### src/rtl/pila_retorno.sv
// Return-address stack with combinational top-of-stack and sticky overflow/underflow flags.
// Optional macro PILA_CIRCULAR_EN: push while full overwrites the oldest entry instead of being dropped.
module pila_retorno #(
  parameter int unsigned AW    = 10,
  parameter int unsigned DEPTH = 16
) (
  input  logic                     clk,
  input  logic                     reset,
  input  logic                     push,
  input  logic                     pop,
  input  logic [AW-1:0]            d,
  output logic [AW-1:0]            q,
  output logic [$clog2(DEPTH):0]   count,
  output logic                     empty,
  output logic                     full,
  output logic                     overflow,
  output logic                     underflow
);

  localparam int unsigned SPW = $clog2(DEPTH);
  localparam logic [SPW:0] CNT_FULL = (SPW+1)'(DEPTH);

  logic [AW-1:0]  r_mem [DEPTH];
  logic [SPW-1:0] r_sp;
  logic [SPW:0]   r_count;
  logic           r_ovf;
  logic           r_unf;

  logic [SPW-1:0] w_top_idx;
  logic           w_empty;
  logic           w_full;
  logic           w_wr_en;
  logic [SPW-1:0] w_wr_idx;
  logic [SPW-1:0] w_sp_nxt;
  logic [SPW:0]   w_cnt_nxt;
  logic           w_set_ovf;
  logic           w_set_unf;

  // sp-1 wraps naturally mod DEPTH because DEPTH is a power of two
  assign w_top_idx = r_sp - SPW'(1);
  assign w_empty   = (r_count == '0);
  assign w_full    = (r_count == CNT_FULL);

  assign q         = w_empty ? '0 : r_mem[w_top_idx];
  assign count     = r_count;
  assign empty     = w_empty;
  assign full      = w_full;
  assign overflow  = r_ovf;
  assign underflow = r_unf;

  always_comb begin
    w_wr_en   = 1'b0;
    w_wr_idx  = r_sp;
    w_sp_nxt  = r_sp;
    w_cnt_nxt = r_count;
    w_set_ovf = 1'b0;
    w_set_unf = 1'b0;
    case ({push, pop})
      2'b11: begin
        if (w_empty) begin
          // the pop half underflows, the push half still lands
          w_set_unf = 1'b1;
          w_wr_en   = 1'b1;
          w_sp_nxt  = r_sp + SPW'(1);
          w_cnt_nxt = r_count + (SPW+1)'(1);
        end else begin
          w_wr_en  = 1'b1;
          w_wr_idx = w_top_idx;
        end
      end
      2'b10: begin
        if (!w_full) begin
          w_wr_en   = 1'b1;
          w_sp_nxt  = r_sp + SPW'(1);
          w_cnt_nxt = r_count + (SPW+1)'(1);
        end else begin
          w_set_ovf = 1'b1;
`ifdef PILA_CIRCULAR_EN
          w_wr_en  = 1'b1;
          w_sp_nxt = r_sp + SPW'(1);
`endif
        end
      end
      2'b01: begin
        if (!w_empty) begin
          w_sp_nxt  = r_sp - SPW'(1);
          w_cnt_nxt = r_count - (SPW+1)'(1);
        end else begin
          w_set_unf = 1'b1;
        end
      end
      default: ;
    endcase
  end

  always_ff @(posedge clk) begin
    if (reset) begin
      r_sp    <= '0;
      r_count <= '0;
      r_ovf   <= 1'b0;
      r_unf   <= 1'b0;
    end else begin
      r_sp    <= w_sp_nxt;
      r_count <= w_cnt_nxt;
      r_ovf   <= r_ovf | w_set_ovf;
      r_unf   <= r_unf | w_set_unf;
    end
  end

  // storage is deliberately not reset; q masks it while empty
  always_ff @(posedge clk) begin
    if (!reset && w_wr_en) begin
      r_mem[w_wr_idx] <= d;
    end
  end

endmodule

### config.mk
export PLATFORM = sky130hd
export DESIGN_NAME = pila_retorno
export DESIGN_NICKNAME = d
export VERILOG_FILES = /design/src/rtl/pila_retorno.sv
export SDC_FILE = /design/constraint.sdc
export NUM_CORES = 1
export LEC_CHECK = 0
export ABC_CLOCK_PERIOD_IN_PS = 4800
export CORE_UTILIZATION = 55
export DETAILED_ROUTE_END_ITERATION = 12
export HOLD_SLACK_MARGIN = 0.05
export PLACE_DENSITY = 0.73
export REMOVE_ABC_BUFFERS = 1
export SLEW_MARGIN = 10
export SYNTH_ARGS = -nofsm -noshare
export SYNTH_HDL_FRONTEND = slang
export SYNTH_SLANG_ARGS = --single-unit
### constraint.sdc
create_clock -name clk -period 4.8 [get_ports clk]
set_clock_uncertainty 0.2 [all_clocks]
set_input_delay 1.2 -clock clk [delete_from_list [all_inputs] [get_ports clk]]
set_output_delay 1.2 -clock clk [all_outputs]
set_load 0.05 [all_outputs]
# After elaboration in Yosys (flattened, before gate mapping)
# Memory sizes are Yosys's and may differ from the RTL's.
# Index checks and enable logic that the tools add are counted.
# totals
reg_bits,11
ramBits,160
inputBits,14
word_cells,43
mem_count,1
# classes
addsub,4
n_eq_ne,7
n_mux,18
bitwise,2
n_reduce_logical,7
# memory_table
memory,words,word_bits,read_ports,rd_ports_with_merged_regs,wr,line,text
r_mem,16,10,1,0,1,23,logic [AW-1:0] r_mem [DEPTH];
# op_table
operator,count
2-to-1 mux 4 bit,4
2-to-1 mux 5 bit,3
case mux 5 bit (3 select lines),1
case mux 4 bit (3 select lines),1
2-to-1 mux 10 bit,1
2-to-1 mux 1 bit,7
"!= test 2 bit, second input constant",3
"adder 5 x 1 -> 5 bit, second input constant",1
"equality test 5 bit, second input constant",1
logical NOT 5 bit,1
"subtractor 5 x 1 -> 5 bit, second input constant",1
"adder 4 x 1 -> 4 bit, second input constant",1
"equality test 2 bit, second input constant",2
AND reduction 4 bit,1
"subtractor 4 x 1 -> 4 bit, second input constant",1
AND reduction 3 bit,1
nonzero test 3 bit,1
"equality test 2 x 1 -> 1 bit, second input constant",1
bitwise OR 1 bit,2
case mux 1 bit (2 select lines),1
OR reduction 2 bit,1
logical AND 1 bit,1
logical NOT 1 bit,1

# Logic depth before layout (Yosys ltp)
# Gate-level depths: netlist of run 1.
# logic_depth
word_depth,6
ltp_mapped,10
depth_no_buf,8

# Worst setup path before layout of run 1
# OpenSTA, ideal clock, no wires.
# synth_path
kind,flip-flop to output port
start,register r_sp[0]
end,output q[0]
arrival_time_ps,2866
required_time_ps,3400
slack_ps,534
stages_incl_launch_ff,10
path_buffers,4
path_cell_list,dfxtp_1 > buf_2 > buf_2 > inv_1 > ha_1 > clkbuf_1 > clkbuf_1 > mux4_2 > mux2i_1 > o22ai_1
# synth_via
elab_chain_cells,3
# synth_lines
item,line,text
from (decl),24,logic [SPW-1:0] r_sp;
from (signal assigned),103,r_sp <= w_sp_nxt;
subtractor 4 x 1 -> 4 bit,40,assign w_top_idx = r_sp - SPW'(1);
memory (16 x 10 bit),-,
2-to-1 mux 10 bit,44,assign q = w_empty ? '0 : r_mem[w_top_idx];
to (decl),12,"output logic [AW-1:0] q,"
# No other way between the ends.

# Worst setup path in the final report of run 1
# layout_path
start,register r_sp[2]
end,output q[8]
# The elaborated chain is that of the path after synthesis.

==> results.md, run 1 <==
- Sequential area share after synthesis: 71.2%
- Port bufs: 32
- Storage element area: 0.00503 mm2
- Sinks on the clock net: 171
- Run status: finished, final reports clean
- Number of buffers inserted by post-CTS setup repair: 0
- Synth Instances: 376
- Antenna viol nets, final: 0
- Startpoint kind of the worst setup timing path: register
- Clock network power share: 23.0%
- EDFF count, synth: 160
- Combinational share of power: 48.4%
- Power Total: 6.41 mW
- Wire length per cell after detailed routing: 21.6 um
- Routability cong.: 0.824
- Multi-input logic area: 0.00191 mm2
- Final instance count without filler cells: 603
- Netlist area before placement: 0.00706 mm2
- Clk slew on worst S/H paths: 60 ps
- P_leak: 2.75 nW
- Count of hold buffers inserted by post-cts repair: 0
- Transition time of the tightest slew-check pin: 1190 ps
- Number of primary I/O pins: 33
- Seq pwr share: 28.7%
- Largest area contributor in the netlist: sky130_fd_sc_hd__edfxtp_1
- RSZ-0062 raised after global routing: no
- FF+latch count, synth: 171
- CTS buffer count: 17
- Die area: 0.0133 mm2
- Worst relative slew slack: 20.3%
- Vertical die dimension: 115 um
- FFs w/ async S/R, synth: 0%
- Number of nets at the end of the flow: 438
- Worst R2R Start: r_sp[1]$_SDFFE_PP0P_
- Arr. time, crit path: 3200 ps
- Number of max-slew violations in the final report: 0
- Switching power: 2.36 mW
- Final worst path period need: 4600 ps
- Drc violations: 0
- Total via count after detailed routing: 3573
- Kind of capture point of the worst setup path: output port
- Pin count of the biggest net entering global routing: 46
- Leading cell types by total area after synthesis: sky130_fd_sc_hd__edfxtp_1, sky130_fd_sc_hd__mux4_2, sky130_fd_sc_hd__mux2i_1
- Endpoints failing hold: 0
- CTS tree: yes
- Initial Util: 56.1%
- Worst reg-to-reg setup slack: 1240 ps
- Placement Rows: 41
- Fraction of layout instances using a drive strength above 1: 23.4%
- Required @ worst endpoint: 3400 ps
- Die Span X: 115 um
- Clock latency at the later pin of the worst-skew pair: 430 ps
- Worst Hold Endpoint: underflow$_SDFF_PP0_
- Global-route wire length before repair: 20100 um
- Post_cts resized: 0
- Area share of the largest cell type after synthesis: 68.1%
- 1st-pass router iterations: 5
- Total global routing track utilization: 21.7%
- Antenna cells: 0
- Critical setup path kind: register to output port
- Cell total after placement: 571
- Clock Root Buffer: sky130_fd_sc_hd__clkbuf_16
- Initial antenna violation count: 0
- Synth Area per Inst: 18.8 um2
- Residual overflow from global routing: 0
- Capture point of the worst reg-to-reg path: r_mem[8][4]$_DFFE_PP_
- Total power per unit cell area: 770 mW/mm2
- Final worst path period share: 95.8%
- Final TNS setup: 0 ps
- Fill count: 826
- Number of cells traversed by the worst hold path: 2
- Worst IR drop on VDD: 0.428 mV
- Number of distinct library cells after synthesis: 45
- Clock Path Buffers: 2
- Core Box Area: 0.0126 mm2
- Max Cap Viol: 0
- Max frequency: 217 MHz
- Syn. warnings: 0
- Placed wire-length estimate: 8390 um
- Top FF cell, synth: sky130_fd_sc_hd__edfxtp_1
- Maximum fanout along the worst path: 16
- Wire length reported by the detailed router: 13000 um
- Tightest Hold Check Type: register to register
- Length in cells of the worst reg-to-reg path: 6
- Critical hold path startpoint: underflow$_SDFF_PP0_
- Ratio of routed vias to standard cells: 5.93
- Number of global-route vias before repair: 3482
- # setup viols final: 0
- Cell internal pwr: 4.05 mW
- Number of levels in the clock H-tree: 4
- Area added between synthesis and finish: 18.0%
- Violation count after the first detailed-routing iteration: 364
- Switch share: 36.8%
final cells by class:
class | count | area share [%]
timing repair buffer | 45 | 6.22
sequential | 171 | 60.3
inverter | 5 | 0.225
tap | 172 | 2.58
multi-input combinational | 178 | 22.9
clock inverter | 14 | 2.58
clock buffer | 18 | 5.15
power groups by stage:
stage | registers, mW | clock network, mW | logic [mW]
floorplan | 2.00 | 0 | 1.81
global placement | 1.86 | 0 | 3.08
detailed placement | 1.87 | 0 | 3.11
CTS | 1.84 | 1.49 | 3.12
global route | 1.85 | 1.54 | 3.26
finish | 1.84 | 1.47 | 3.10
metrics by stage:
step | utilization [%] | hold WS, ps | setup WS, ps | instance area [um2]
2_1_floorplan | - | 400 | -1530 | 6940
3_3_place_gp | 61.2 | 248 | 682 | 7690
3_5_place_dp | 61.2 | 261 | 604 | 7690
4_1_cts | 66.3 | 276 | 191 | 8330
5_1_grt | 66.3 | 308 | 55.5 | 8330
6_report | 66.3 | 271 | 202 | 8330
cells in the final DEF, fill, tap and decap left out, drive strengths merged, types with 2 or more instances in the layout:
cell type / n
a21o: 2
a21oi: 7
a31oi: 4
a32o: 2
and3: 2
buf: 23
bufinv: 5
clkbuf: 18
clkdlybuf4s50: 22
clkinv: 4
dfxtp: 11
edfxtp: 160
ha: 5
inv: 9
mux2i: 25
mux4: 40
nand2: 12
nand2b: 3
nand3: 4
nor2: 25
nor2b: 2
nor3: 3
nor4: 2
o211ai: 2
o21ai: 3
o22ai: 11
xnor2: 9
cells by family after synthesis:
logic type	synth area share [%]
AO/OA/AOI/OAI	4.13
flip-flops	71.2
buffers and inverters	1.90
adder cells (fa/ha/maj)	1.17
multiplexers	16.5
XOR/XNOR	1.24
AND/OR/NAND/NOR	3.87
registers in the layout (all words and copies together) (netlist names):
signal and count:
r_sp 4, r_mem 160, underflow 1, overflow 1, count 5
cell usage after synthesis (2+ instances only):
library cell,count
sky130_fd_sc_hd__nor2_1,25
sky130_fd_sc_hd__xnor2_1,9
sky130_fd_sc_hd__nor3_1,3
sky130_fd_sc_hd__nand3_1,4
sky130_fd_sc_hd__mux2i_1,24
sky130_fd_sc_hd__nor4_1,2
sky130_fd_sc_hd__a21oi_1,6
sky130_fd_sc_hd__clkbuf_1,9
sky130_fd_sc_hd__dfxtp_1,11
sky130_fd_sc_hd__mux4_2,40
sky130_fd_sc_hd__ha_1,5
sky130_fd_sc_hd__nand2b_1,3
sky130_fd_sc_hd__and3_1,2
sky130_fd_sc_hd__inv_1,5
sky130_fd_sc_hd__edfxtp_1,160
sky130_fd_sc_hd__buf_2,11
sky130_fd_sc_hd__nand2_1,12
sky130_fd_sc_hd__nor2b_1,2
sky130_fd_sc_hd__a32o_1,2
sky130_fd_sc_hd__a31oi_1,4
sky130_fd_sc_hd__o22ai_1,11
sky130_fd_sc_hd__o21ai_0,3
layer usage:
layer / GRT usage (%) / share of wire (%)
met5: 0 / 0
met4: 9.09 / 1.6
met3: 4.64 / 6.5
met2: 32.3 / 48
met1: 31.5 / 43
worst max-delay path, stage by stage, from the launching register on:
cell	delay, ps
sky130_fd_sc_hd__dfxtp_1	620
sky130_fd_sc_hd__nor3_1	200
sky130_fd_sc_hd__xnor2_2	930
sky130_fd_sc_hd__buf_4	300
sky130_fd_sc_hd__mux2i_1	290
sky130_fd_sc_hd__o22ai_1	190
sky130_fd_sc_hd__buf_12	210
worst max-delay path by stage:
stage | start | to | slack (ps) | depth (start not counted)
2_1_floorplan | r_sp[0]$_SDFFE_PP0P_ | q[0] | -1530 | 4
3_3_place_gp | push | r_mem[11][4]$_DFFE_PP_ | 680 | 6
3_5_place_dp | push | r_mem[8][4]$_DFFE_PP_ | 600 | 6
4_1_cts | r_sp[2]$_SDFFE_PP0P_ | q[8] | 190 | 6
5_1_grt | r_sp[2]$_SDFFE_PP0P_ | q[8] | 60 | 6
6_report | r_sp[2]$_SDFFE_PP0P_ | q[8] | 200 | 6
Note: power is estimated with default switching activity, not from simulation.
==> run 2, diff against run 1 <==
--- a/config.mk
+++ b/config.mk
@@ -7,8 +7,8 @@
 export LEC_CHECK = 0
 export ABC_CLOCK_PERIOD_IN_PS = 4800
-export CORE_UTILIZATION = 55
+export CORE_UTILIZATION = 45
 export DETAILED_ROUTE_END_ITERATION = 12
 export HOLD_SLACK_MARGIN = 0.05
-export PLACE_DENSITY = 0.73
+export PLACE_DENSITY = 0.61
 export REMOVE_ABC_BUFFERS = 1
 export SLEW_MARGIN = 10
==> constraint.sdc (replaced) <==
create_clock -name clk -period 4.8 [get_ports clk]
set_clock_uncertainty 0.2 [all_clocks]
set_input_delay 0.96 -clock clk [delete_from_list [all_inputs] [get_ports clk]]
set_output_delay 0.96 -clock clk [all_outputs]
set_load 0.02 [all_outputs]
==> results.md, run 2 (synthesis gave the netlist of run 1 again) <==
- Antenna cells: 0 (unchanged)
- Pin count of the biggest net entering global routing: 31 (was 46)
- Drc violations: 0 (unchanged)
- Residual overflow from global routing: 0 (unchanged)
- Capture point of the worst reg-to-reg path: r_mem[6][5]$_DFFE_PP_ (was r_mem[8][4]$_DFFE_PP_)
- Final worst path period need: 4380 ps (was 4600 ps)
- Initial antenna violation count: 0 (unchanged)
- P_leak: 2.73 nW (was 2.75 nW)
- Port bufs: 32 (unchanged)
- Endpoints failing hold: 0 (unchanged)
- Clock Path Buffers: 2 (unchanged)
- Flip-flop count of the largest register after layout: 160 (unchanged)
- Core Box Area: 0.0153 mm2 (was 0.0126 mm2)
- Clk slew on worst S/H paths: 60 ps (about the same)
- Placed wire-length estimate: 8950 um (was 8390 um)
- Transition time of the tightest slew-check pin: 725 ps (was 1190 ps)
- Number of levels in the clock H-tree: 4 (unchanged)
- Worst reg-to-reg setup slack: 1740 ps (was 1240 ps)
- Number of max-slew violations in the final report: 0 (unchanged)
- Initial Util: 46.2% (was 56.1%)
- Length in cells of the worst reg-to-reg path: 7 (was 6)
- Worst relative slew slack: 51.4% (was 20.3%)
- Sinks on the clock net: 171 (unchanged)
- CTS tree: yes (unchanged)
- Kind of capture point of the worst setup path: output port (unchanged)
- Met1 track utilization from global routing: 26.1% (was 31.5%)
- Number of global-route vias before repair: 3610 (was 3482)
- Placement Rows: 45 (was 41)
- Max Cap Viol: 0 (unchanged)
- Maximum fanout along the worst path: 14 (was 16)
- CP max-delay cell: sky130_fd_sc_hd__clkdlybuf4s50_1 (was sky130_fd_sc_hd__xnor2_2)
- Power Total: 5.60 mW (was 6.41 mW)
- Clock Root Buffer: sky130_fd_sc_hd__clkbuf_16 (unchanged)
- Arr. time, crit path: 3220 ps (was 3200 ps)
- Total via count after detailed routing: 3603 (was 3573)
- Cell-by-cell listing of the critical path: nor3_1 > xnor2_2 > buf_4 > mux2i_1 > o22ai_1 > clkdlybuf4s50_1 (was nor3_1 > xnor2_2 > buf_4 > mux2i_1 > o22ai_1 > buf_12)
- Leading cell type in the layout, fill and taps excluded: sky130_fd_sc_hd__edfxtp_1 (unchanged)
- Peak-usage layer in the global routing report: met2 (unchanged)
- Max frequency: 228 MHz (was 217 MHz)
- Required @ worst endpoint: 3640 ps (was 3400 ps)
- Critical hold path startpoint: underflow$_SDFF_PP0_ (unchanged)
- Worst IR drop on VDD: 0.300 mV (was 0.428 mV)
- Routability cong.: 0.731 (was 0.824)
- Die area: 0.0162 mm2 (was 0.0133 mm2)
- Number of buffers inserted by post-CTS setup repair: 0 (unchanged)
- Clock latency at the later pin of the worst-skew pair: 420 ps (was 430 ps)
- Area added between synthesis and finish: 17.7% (was 18.0%)
- Violation count after the first detailed-routing iteration: 287 (was 364)
- Tightest Hold Check Type: register to register (unchanged)
- Number of nets at the end of the flow: 448 (was 438)
- Global-route wire length before repair: 21500 um (was 20100 um)
- Count of hold buffers inserted by post-cts repair: 0 (unchanged)
- 1st-pass router iterations: 4 (was 5)
- Setup crit end: q[1] (was q[8])
- CTS buffer count: 17 (unchanged)
- Logic depth of the worst path, buffers included: 6 (unchanged)
- Largest stage delay on the critical path: 670 ps (was 930 ps)
- Post_cts resized: 0 (unchanged)
- Ratio of routed vias to standard cells: 5.53 (was 5.93)
- RSZ-0062 raised after global routing: no (unchanged)
- # setup viols final: 0 (unchanged)
- Startpoint kind of the worst setup timing path: register (unchanged)
- Worst R2R Start: r_sp[2]$_SDFFE_PP0P_ (was r_sp[1]$_SDFFE_PP0P_)
- Wire length reported by the detailed router: 13800 um (was 13000 um)
- Leading cell types in the layout, fill and taps excluded: sky130_fd_sc_hd__edfxtp_1, sky130_fd_sc_hd__mux4_2, sky130_fd_sc_hd__clkdlybuf4s50_1 (was sky130_fd_sc_hd__edfxtp_1, sky130_fd_sc_hd__mux4_2, sky130_fd_sc_hd__nor2_1)
- Total power per unit cell area: 675 mW/mm2 (was 770 mW/mm2)
- Final worst hold slack: 270 ps (was 271 ps)
- Antenna viol nets, final: 0 (unchanged)
- Fraction of layout instances using a drive strength above 1: 23.1% (was 23.4%)
- Crit path from: r_sp[2]$_SDFFE_PP0P_ (unchanged)
- Crit-path leading delay family: buffers and inverters (was XOR/XNOR gates)
- Met2 usage: 29.1% (was 32.3%)
- Run status: finished, final reports clean (unchanged)
- Crit path buffers/inverters: 2 (unchanged)
- Wire length per cell after detailed routing: 21.2 um (was 21.6 um)
- Final worst path period share: 91.2% (was 95.8%)
- M3 GR Usage: 3.81% (was 4.64%)
- Number of primary I/O pins: 33 (unchanged)
- Vertical die dimension: 127 um (was 115 um)
- Critical setup path kind: register to output port (unchanged)
- Largest register by flop count: r_mem (unchanged)
- Total global routing track utilization: 18.9% (was 21.7%)
- Die Span X: 127 um (was 115 um)
## run 2: how the worst min path moves through the flow
stage / cells after the start / slack [ps] / to
after floorplan: 2 / 370 / underflow$_SDFF_PP0_
after global placement: 2 / 250 / underflow$_SDFF_PP0_
after detailed placement: 2 / 260 / underflow$_SDFF_PP0_
after CTS: 2 / 280 / underflow$_SDFF_PP0_
after global routing: 2 / 310 / underflow$_SDFF_PP0_
final: 2 / 270 / underflow$_SDFF_PP0_
## run 2: layout make-up
type | count | area [um2]
flip-flops and latches | 171 | 5030
clock inverters | 13 | 164
inverters | 5 | 18.8
fillers | 1160 | 6950
well taps | 211 | 264
clock buffers | 19 | 433
multi-input cells | 178 | 1910
repair buffers | 55 | 493
## run 2: per-stage QoR
step / util [%] / worst slack, ps / instance area, um2 / std cells / setup TNS, ps
finish: 54.4 / 420 / 8310 / 652 / 0
floorplan: - / -874 / 6940 / 354 / -62390
global placement: 50.5 / 951 / 7710 / 620 / 0
global route: 54.4 / 311 / 8310 / 652 / 0
CTS: 54.4 / 396 / 8310 / 652 / 0
detailed placement: 50.5 / 888 / 7710 / 620 / 0
## run 2: worst min-delay path, stage by stage, from the launching register on
cell                      delay (ps)
sky130_fd_sc_hd__dfxtp_1         320
sky130_fd_sc_hd__a21oi_1          40
sky130_fd_sc_hd__nor2_1           70
## run 2: metal layers
layer  part of all wire [%]  up-vias
met2                     48       81
met3                    4.8       20
met1                     45     1869
li1                       -     1633
met5                      0        -
met4                    2.2        0
## run 2: power by group
group          internal (mW)  switching [mW]  leakage, nW  total (mW)
registers               1.76          0.0768         1.53        1.84
clock network          0.823           0.550        0.291        1.37
logic                   1.09            1.30        0.910        2.39
total                   3.67            1.93         2.73        5.60
